--- src/rtl/xy_out_arbiter_if.sv ---
// Port bundle between one XY-mesh output arbiter, its requesting input FIFOs and
// the downstream router's input FIFO. The arbiter side uses the master modport.
interface xy_out_arbiter_if #(
    parameter int PORT_N = 5,
    parameter int PCKT_W = 16
);
    // Handshake: req_i[i] is the valid of input FIFO i's head, rd_en_o[i] is its pop
    // (only ever high while req_i[i] is high and the downstream FIFO is not full);
    // wr_en_o qualifies pckt_o for exactly the cycle it is high, with no ready back.
    logic [PORT_N-1:0]        req_i;
    logic [PCKT_W*PORT_N-1:0] pckt_i;
    logic                     nxt_fifo_full_i;
    logic                     nxt_fifo_overflow_i;
    logic [PORT_N-1:0]        rd_en_o;
    logic                     wr_en_o;
    logic [PCKT_W-1:0]        pckt_o;
    logic                     err_o;

    modport master (
        input  req_i, pckt_i, nxt_fifo_full_i, nxt_fifo_overflow_i,
        output rd_en_o, wr_en_o, pckt_o, err_o
    );

    modport slave (
        output req_i, pckt_i, nxt_fifo_full_i, nxt_fifo_overflow_i,
        input  rd_en_o, wr_en_o, pckt_o, err_o
    );
endinterface

--- src/rtl/xy_out_arbiter.sv ---
// Round-robin output-port arbiter with a registered write stage and sticky overflow flag.
// Optional stall-cycle counter (stall_cnt_o) is compiled in with XY_ARB_STALL_CNT_EN.
module xy_out_arbiter #(
    parameter int PORT_N      = 5,
    parameter int PCKT_W      = 16,
    parameter int STALL_CNT_W = 16
) (
    input logic              clk_i,
    input logic              rst_i,
    xy_out_arbiter_if.master arb
`ifdef XY_ARB_STALL_CNT_EN
    ,
    output logic [STALL_CNT_W-1:0] stall_cnt_o
`endif
);
    localparam int IDX_W = (PORT_N > 1) ? $clog2(PORT_N) : 1;
    localparam logic [IDX_W:0] PORT_N_X = (IDX_W+1)'(PORT_N);
    localparam logic [IDX_W-1:0] LAST_IDX = IDX_W'(PORT_N - 1);

    logic [IDX_W-1:0]  ptr_q, ptr_d;
    logic [IDX_W-1:0]  win_idx;
    logic [IDX_W:0]    scan_idx;
    logic              win_found;
    logic              grant;
    logic [PORT_N-1:0] rd_en;
    logic              wr_en_q, wr_en_d;
    logic [PCKT_W-1:0] pckt_q, pckt_d;
    logic              err_q, err_d;

    // Scan from ptr upward; the wrapped index never exceeds 2*PORT_N-2, so one subtract suffices.
    always_comb begin
        win_found = 1'b0;
        win_idx   = ptr_q;
        scan_idx  = '0;
        for (int k = 0; k < PORT_N; k++) begin
            scan_idx = {1'b0, ptr_q} + (IDX_W+1)'(k);
            if (scan_idx >= PORT_N_X) begin
                scan_idx = scan_idx - PORT_N_X;
            end
            if (!win_found && arb.req_i[scan_idx[IDX_W-1:0]]) begin
                win_found = 1'b1;
                win_idx   = scan_idx[IDX_W-1:0];
            end
        end
    end

    assign grant = win_found && !arb.nxt_fifo_full_i && !rst_i;

    always_comb begin
        rd_en = '0;
        if (grant) begin
            rd_en[win_idx] = 1'b1;
        end
    end

    always_comb begin
        ptr_d   = ptr_q;
        wr_en_d = 1'b0;
        pckt_d  = pckt_q;
        err_d   = err_q | arb.nxt_fifo_overflow_i;
        if (grant) begin
            wr_en_d = 1'b1;
            pckt_d  = arb.pckt_i[PCKT_W*win_idx +: PCKT_W];
            ptr_d   = (win_idx == LAST_IDX) ? '0 : win_idx + 1'b1;
        end
    end

    always_ff @(posedge clk_i) begin
        if (rst_i) begin
            ptr_q   <= '0;
            wr_en_q <= 1'b0;
            pckt_q  <= '0;
            err_q   <= 1'b0;
        end else begin
            ptr_q   <= ptr_d;
            wr_en_q <= wr_en_d;
            pckt_q  <= pckt_d;
            err_q   <= err_d;
        end
    end

    assign arb.rd_en_o = rd_en;
    assign arb.wr_en_o = wr_en_q;
    assign arb.pckt_o  = pckt_q;
    assign arb.err_o   = err_q;

`ifdef XY_ARB_STALL_CNT_EN
    logic [STALL_CNT_W-1:0] stall_cnt_q, stall_cnt_d;

    // Counts cycles where some input waits on a full downstream FIFO; saturates at all-ones.
    always_comb begin
        stall_cnt_d = stall_cnt_q;
        if ((|arb.req_i) && arb.nxt_fifo_full_i && (stall_cnt_q != '1)) begin
            stall_cnt_d = stall_cnt_q + 1'b1;
        end
    end

    always_ff @(posedge clk_i) begin
        if (rst_i) begin
            stall_cnt_q <= '0;
        end else begin
            stall_cnt_q <= stall_cnt_d;
        end
    end

    assign stall_cnt_o = stall_cnt_q;
`else
    // Without the stall counter the arbitration path above is unchanged.
`endif

endmodule

--- src/flat_wrapper.sv ---
// flat-port wrapper written by rule: the top's interface ports become plain ports
module xy_out_arbiter_flat 
#(
    parameter int PORT_N      = 5,
    parameter int PCKT_W      = 16,
    parameter int STALL_CNT_W = 16
)
  (clk_i, rst_i, arb_req_i, arb_pckt_i, arb_nxt_fifo_full_i, arb_nxt_fifo_overflow_i, arb_rd_en_o, arb_wr_en_o, arb_pckt_o, arb_err_o);
  xy_out_arbiter_if #(.PORT_N(PORT_N), .PCKT_W(PCKT_W)) arb_i ();
  input logic clk_i;
  input logic rst_i;
  input wire logic [$bits(arb_i.req_i)-1:0] arb_req_i;
  input wire logic [$bits(arb_i.pckt_i)-1:0] arb_pckt_i;
  input wire logic [$bits(arb_i.nxt_fifo_full_i)-1:0] arb_nxt_fifo_full_i;
  input wire logic [$bits(arb_i.nxt_fifo_overflow_i)-1:0] arb_nxt_fifo_overflow_i;
  output wire logic [$bits(arb_i.rd_en_o)-1:0] arb_rd_en_o;
  output wire logic [$bits(arb_i.wr_en_o)-1:0] arb_wr_en_o;
  output wire logic [$bits(arb_i.pckt_o)-1:0] arb_pckt_o;
  output wire logic [$bits(arb_i.err_o)-1:0] arb_err_o;
  assign arb_i.req_i = arb_req_i;
  assign arb_i.pckt_i = arb_pckt_i;
  assign arb_i.nxt_fifo_full_i = arb_nxt_fifo_full_i;
  assign arb_i.nxt_fifo_overflow_i = arb_nxt_fifo_overflow_i;
  assign arb_rd_en_o = arb_i.rd_en_o;
  assign arb_wr_en_o = arb_i.wr_en_o;
  assign arb_pckt_o = arb_i.pckt_o;
  assign arb_err_o = arb_i.err_o;
  xy_out_arbiter #(.PORT_N(PORT_N), .PCKT_W(PCKT_W), .STALL_CNT_W(STALL_CNT_W)) u_core (.clk_i(clk_i), .rst_i(rst_i), .arb(arb_i));
endmodule
--- config.mk ---
export PLATFORM = sky130hd
export DESIGN_NAME = xy_out_arbiter_flat
export DESIGN_NICKNAME = d
export VERILOG_FILES = /design/src/rtl/xy_out_arbiter_if.sv /design/src/rtl/xy_out_arbiter.sv /design/src/flat_wrapper.sv
export SDC_FILE = /design/constraint.sdc
export NUM_CORES = 1
export LEC_CHECK = 0
export CAP_MARGIN = 40
export CORE_MARGIN = 1
export CORE_UTILIZATION = 44
export CTS_BUF_LIST = sky130_fd_sc_hd__clkbuf_2
export DETAILED_ROUTE_END_ITERATION = 8
export GPL_TIMING_DRIVEN = 1
export PLACE_DENSITY_LB_ADDON = 0.12
export SLEW_MARGIN = 20
export SYNTH_ARGS = -nofsm -noshare
export SYNTH_HDL_FRONTEND = slang
export SYNTH_SLANG_ARGS = --single-unit
--- constraint.sdc ---
create_clock -name clk_i -period 5.25 [get_ports clk_i]
set_input_delay 0.525 -clock clk_i [delete_from_list [all_inputs] [get_ports clk_i]]
set_output_delay 0.525 -clock clk_i [all_outputs]
set_load 0.03 [all_outputs]
# After elaboration in Yosys (flattened, before gate mapping)
# Cells that the tools add are included.
# word_totals
regBits,21
# classes
n_mux,30
addsub,10
bitwise,1
shifts,1
eq_ne,1
order_cmp,12
reduce_logical,13
# op_table
cell,count
variable part select 80 x 8 -> 16 bit,1
two-way mux 3 bit,11
"< comparator 3 x 4 -> 1 bit, second input constant",6
">= comparator 4 x 3 -> 1 bit, second input constant",4
binary-select mux 1 bit (select 3 bit),5
"subtractor 3 bit, second input constant",5
two-way mux 1 bit,12
"adder 3 x 2 -> 4 bit, second input constant",2
logical AND 1 bit,7
logical NOT 1 bit,6
two-way mux 5 bit,1
"adder 3 x 1 -> 4 bit, second input constant",1
"adder 3 x 3 -> 4 bit, second input constant",1
"adder 3 x 1 -> 3 bit, second input constant",1
demux 1 bit (select 3 bit),1
"== test 3 bit, second input constant",1
">= comparator 3 x 1 -> 1 bit, second input constant",1
">= comparator 3 bit, second input constant",1
OR 1 bit,1

# Logic depth before layout (Yosys ltp)
# depth
ltp_word,22
depth_mapped,18
depth_no_buf,15

# Least setup slack after synthesis
# No wires, ideal clock.
# synth_timing
path_kind,reg-to-output
from,register u_core.ptr_q[0]
to,output arb_rd_en_o[2]
required_ps,4725
setup_slack_ps,843
path_buffers,3
path_stages_with_launch,16
arrival_ps,3882
cell_sequence,dfxtp_1 > buf_4 > clkinv_1 > ha_1 > inv_1 > fa_1 > a2bb2oi_1 > a41o_1 > o41a_2 > and2_1 > and3_1 > o22ai_1 > buf_2 > nand3_2 > buf_2 > nor2_1
# synth_via
elab_chain_cells,22
word_cells_on_any_way,55
cone_classes,add/sub (9); order compare (7); mux (28); reduce/logical (11)
# synth_lines
element,line_no,source
from (decl),xy_out_arbiter.sv:20,"logic [IDX_W-1:0] ptr_q, ptr_d;"
from (signal assigned),xy_out_arbiter.sv:75,ptr_q <= ptr_d;
branches (longest 21 deep; another with adder 3 x 1 -> 4 bit),-,
two-way mux 5 bit *,xy_out_arbiter.sv:51,if (grant) begin
to (decl),flat_wrapper.sv:16,output wire logic [$bits(arb_i.rd_en_o)-1:0] arb_rd_en_o;
# Mark *: on every way between the ends. The select of a mux whose other input is x is not followed.

# Final worst setup path
# layout_timing
from,register u_core.ptr_q[1]
to,output arb_rd_en_o[1]
# The elaborated chain is that of the path after synthesis.

==> results.sh <==
export IMPL_finalSetupViolCount=0
export IMPL_cp_top_family="simple AND/OR/NAND/NOR gates"
export IMPL_dp_hpwl_um=6190
export IMPL_antenna_found_initial=0
export IMPL_synth_top_cell_area_share_pct=16.8
export IMPL_finalCritPeriodShare_pct=92.8
export IMPL_wl_per_cell_um=16.3
export IMPL_end_kind="primary output"
export IMPL_fmax_ghz=0.205
export IMPL_crit_slowest_cell="dfxtp_2"
export IMPL_h_tree_depth=1
export IMPL_arrival_ns=4.35
export IMPL_drt_iter0_markers=158
export IMPL_grt_ovfl_total=0
export IMPL_ff2ff_setup_slack_ns=1.00
export IMPL_dieArea_sq_um=6000
export IMPL_fp_dieH_um=77.5
export IMPL_via_per_inst=5.92
export IMPL_num_io_pins=112
export IMPL_ys_seq_elements=21
export IMPL_skew_ns=0.0136
export IMPL_hold_ws_ns=0.488
export IMPL_required_ns=4.72
export IMPL_dr_pass1_iters=5
export IMPL_r2r_end="u_core.arb.pckt_o[2]$_SDFFE_PP0P_"
export IMPL_maxCapViolations=0
export IMPL_grt_max_degree=39
export IMPL_yosys_cell_count_top_type="mux2i_1"
export IMPL_avgSynthCellArea_sq_um=8.08
export IMPL_syn_area_sq_um=2510
export IMPL_routabilityCongestion=0.941
export IMPL_path_buf_inv=2
export IMPL_crit_chain="ha_1 -> nor2b_1 -> nor2_1 -> a41o_1 -> o41a_2 -> and2_1 -> and3_1 -> o22ai_1 -> or3b_1 -> nor2b_1 -> buf_4 -> buf_4"
export IMPL_synth_edff_count=0
export IMPL_antenna_left=0
export IMPL_syn_to_final_growth_pct=46.9
export IMPL_tritoncts="built"
export IMPL_gr_usage_all_layers_pct=26.4
export IMPL_synth_common_cells="mux2i_1 (36), nand2_1 (24), dfxtp_1 (21), nor2_1 (20), a2bb2oi_1 (11)"
export IMPL_tns_ns=0
export IMPL_cts_made_buffers=3
export IMPL_dieWidth_um=77.5
export IMPL_clkSinkCount=21
export IMPL_outcome="finished, final reports clean"
export IMPL_antennaDiodeCount=0
export IMPL_final_max_slew_viol_count=0
export IMPL_finalPower_uw=2870
export IMPL_maxSlewHeadroom_pct=62.3
export IMPL_drc=0
export IMPL_synth_nets=408
export IMPL_cp_slowest_stage_delay_ns=0.59
export IMPL_cp_start_kind="flip-flop"
export IMPL_layout_drive_gt1_share_pct=9.49
export IMPL_synthTopCellsByArea="dfxtp_1 (17%), mux2i_1 (14%), ha_1 (4.0%)"
export IMPL_hold_depth=2
export IMPL_max_slew_worst_pin_slew_ns=0.563
export IMPL_start_util_pct=45.5
export IMPL_row_count=27
export IMPL_period_needed_ns=4.87
export IMPL_r2r_start="u_core.ptr_q[0]$_SDFFE_PP0P_"
export IMPL_port_buffers=111
export IMPL_crit_type="flip-flop to primary output"
export IMPL_synthCells=310
export IMPL_ff2ff_path_depth=14
export IMPL_cp_max_fo=16
export IMPL_place_ws_ns=0.555
export IMPL_fin_nets=510
export IMPL_rsz0062_at_grt="false"
export IMPL_core_area_sq_um=5510
export IMPL_clock_latency_ns=0.33
export IMPL_synth_ff_type="dfxtp_1"
export IMPL_cts_buffer_depth=2
export IMPL_grt_pass1_vias=2749
export IMPL_vdd_ir_drop_max_v=0.000551
export IMPL_yosysTopAreaCell="dfxtp_1"
export IMPL_cts_clk_slew_worst_paths_ns=0.20
export IMPL_timing_final_ws_setup_ns=0.378
export IMPL_yosys_warnings=0
export IMPL_wl_um=7890
export IMPL_vias=2860
export IMPL_ys_types=75
export IMPL_synthArstFlopShare_pct=0
export IMPL_hold_viol_final=0
export IMPL_fin_util_pct=66.9
export IMPL_leakagePower_uw=0.00147
export IMPL_hold_start="u_core.arb.err_o$_SDFF_PP0_"
export IMPL_cts_root_buffer="clkbuf_2"
export IMPL_grt_pass1_wl_um=12900
export IMPL_seq_area_frac_synth_pct=16.8
export IMPL_powerDensity_nw_per_um2=778
export IMPL_min_path_type="flip-flop to flip-flop"
export IMPL_min_to="u_core.arb.err_o$_SDFF_PP0_"
-- report_power, final --
| part | internal (uW) | switching, uW | leakage, uW | total (uW) |
|---|---|---|---|---|
| clock | 20.2 | 51.5 | 0.0000166 | 71.7 |
| combinational | 1180 | 1340 | 0.00128 | 2520 |
| sequential | 218 | 60.5 | 0.000174 | 278 |
| total | 1420 | 1450 | 0.00147 | 2870 |
-- metrics by stage --
| step | cells | area [sq um] |
|---|---|---|
| finish | 483 | 3680 |
| CTS | 483 | 3670 |
| global route | 483 | 3680 |
| global placement | 478 | 3650 |
| floorplan | 310 | 2510 |
| detailed placement | 479 | 3650 |
-- registers in the layout, indices dropped and copies added, names as in the netlist --
signal	count
u_core.arb.pckt_o	16
u_core.ptr_q	3
u_core.arb.err_o	1
u_core.arb.wr_en_o	1
-- placed cells by master, fill, tap and decap left out, drive strengths merged, types with 5 or more instances in the layout --
cell           netlist  final
nand2               24     24
nor2                21     21
mux2i               36     36
nor2b                8      8
clkdlybuf4s50        0    106
a2bb2oi             11     11
o22ai               10     10
o21ai                9      9
buf                 19     14
nand2b              10     10
ha                   8      8
nor3b                5      5
a221o                7      7
nor3                 5      5
nand3                5      5
a21oi               11     11
dfxtp               21     21
xnor2                5      5
inv                  9      9
o211ai              10     10
-- timing repair --
| action | in CTS | in global routing |
|---|---|---|
| buffers inserted | 0 | 0 |
| hold buffers | 0 | 0 |
| endpoints found under the hold margin | 0 | 0 |
| gates resized for setup | 0 | 4 |
| endpoints found under the setup margin | 0 | 4 |
-- per-layer routing --
| layer | routed length (um) | global-route usage (%) | vias up |
|---|---|---|---|
| li1 | - | - | 1390 |
| met4 | 153 | 9.06 | 0 |
| met5 | 0 | 0 | - |
| met2 | 3760 | 43.7 | 140 |
| met3 | 598 | 5.06 | 16 |
| met1 | 3370 | 34.0 | 1314 |
-- kinds of logic after synthesis --
| group | count (synthesis) | share of synthesized area (%) |
|---|---|---|
| compound gates | 98 | 31.4 |
| mux | 38 | 15.3 |
| fa+ha+maj | 9 | 4.79 |
| simple gates | 105 | 23.0 |
| xor+xnor | 6 | 2.10 |
| flops | 21 | 16.8 |
| buf+inv | 33 | 6.64 |
-- worst register-to-register path: cells and delay by family (launching register included) --
family                   cells  cell delay [ns]
adder cells (fa/ha/maj)      2             0.80
AO/OA/AOI/OAI                6             1.49
flip-flops                   1             0.44
buffers and inverters        2             0.51
AND/OR/NAND/NOR              4             0.95
-- final cells by class --
class / count / area (sq um)
fill: 471 / 1820
timing repair buffer: 120 / 1180
tap: 72 / 90.1
inverter: 10 / 41.3
clock buffer: 4 / 20.0
sequential: 21 / 423
multi-input combinational: 256 / 1930
-- how the worst max path moves through the flow --
stage,start,to,cells past startpoint
floorplan,u_core.ptr_q[0]$_SDFFE_PP0P_,arb_rd_en_o[2],15
global placement,u_core.ptr_q[1]$_SDFFE_PP0P_,arb_rd_en_o[1],12
detailed placement,u_core.ptr_q[1]$_SDFFE_PP0P_,arb_rd_en_o[1],12
CTS,u_core.ptr_q[1]$_SDFFE_PP0P_,arb_rd_en_o[1],12
global route,u_core.ptr_q[1]$_SDFFE_PP0P_,arb_rd_en_o[1],12
finish,u_core.ptr_q[1]$_SDFFE_PP0P_,arb_rd_en_o[1],12
(Power assumes the default switching activity.)
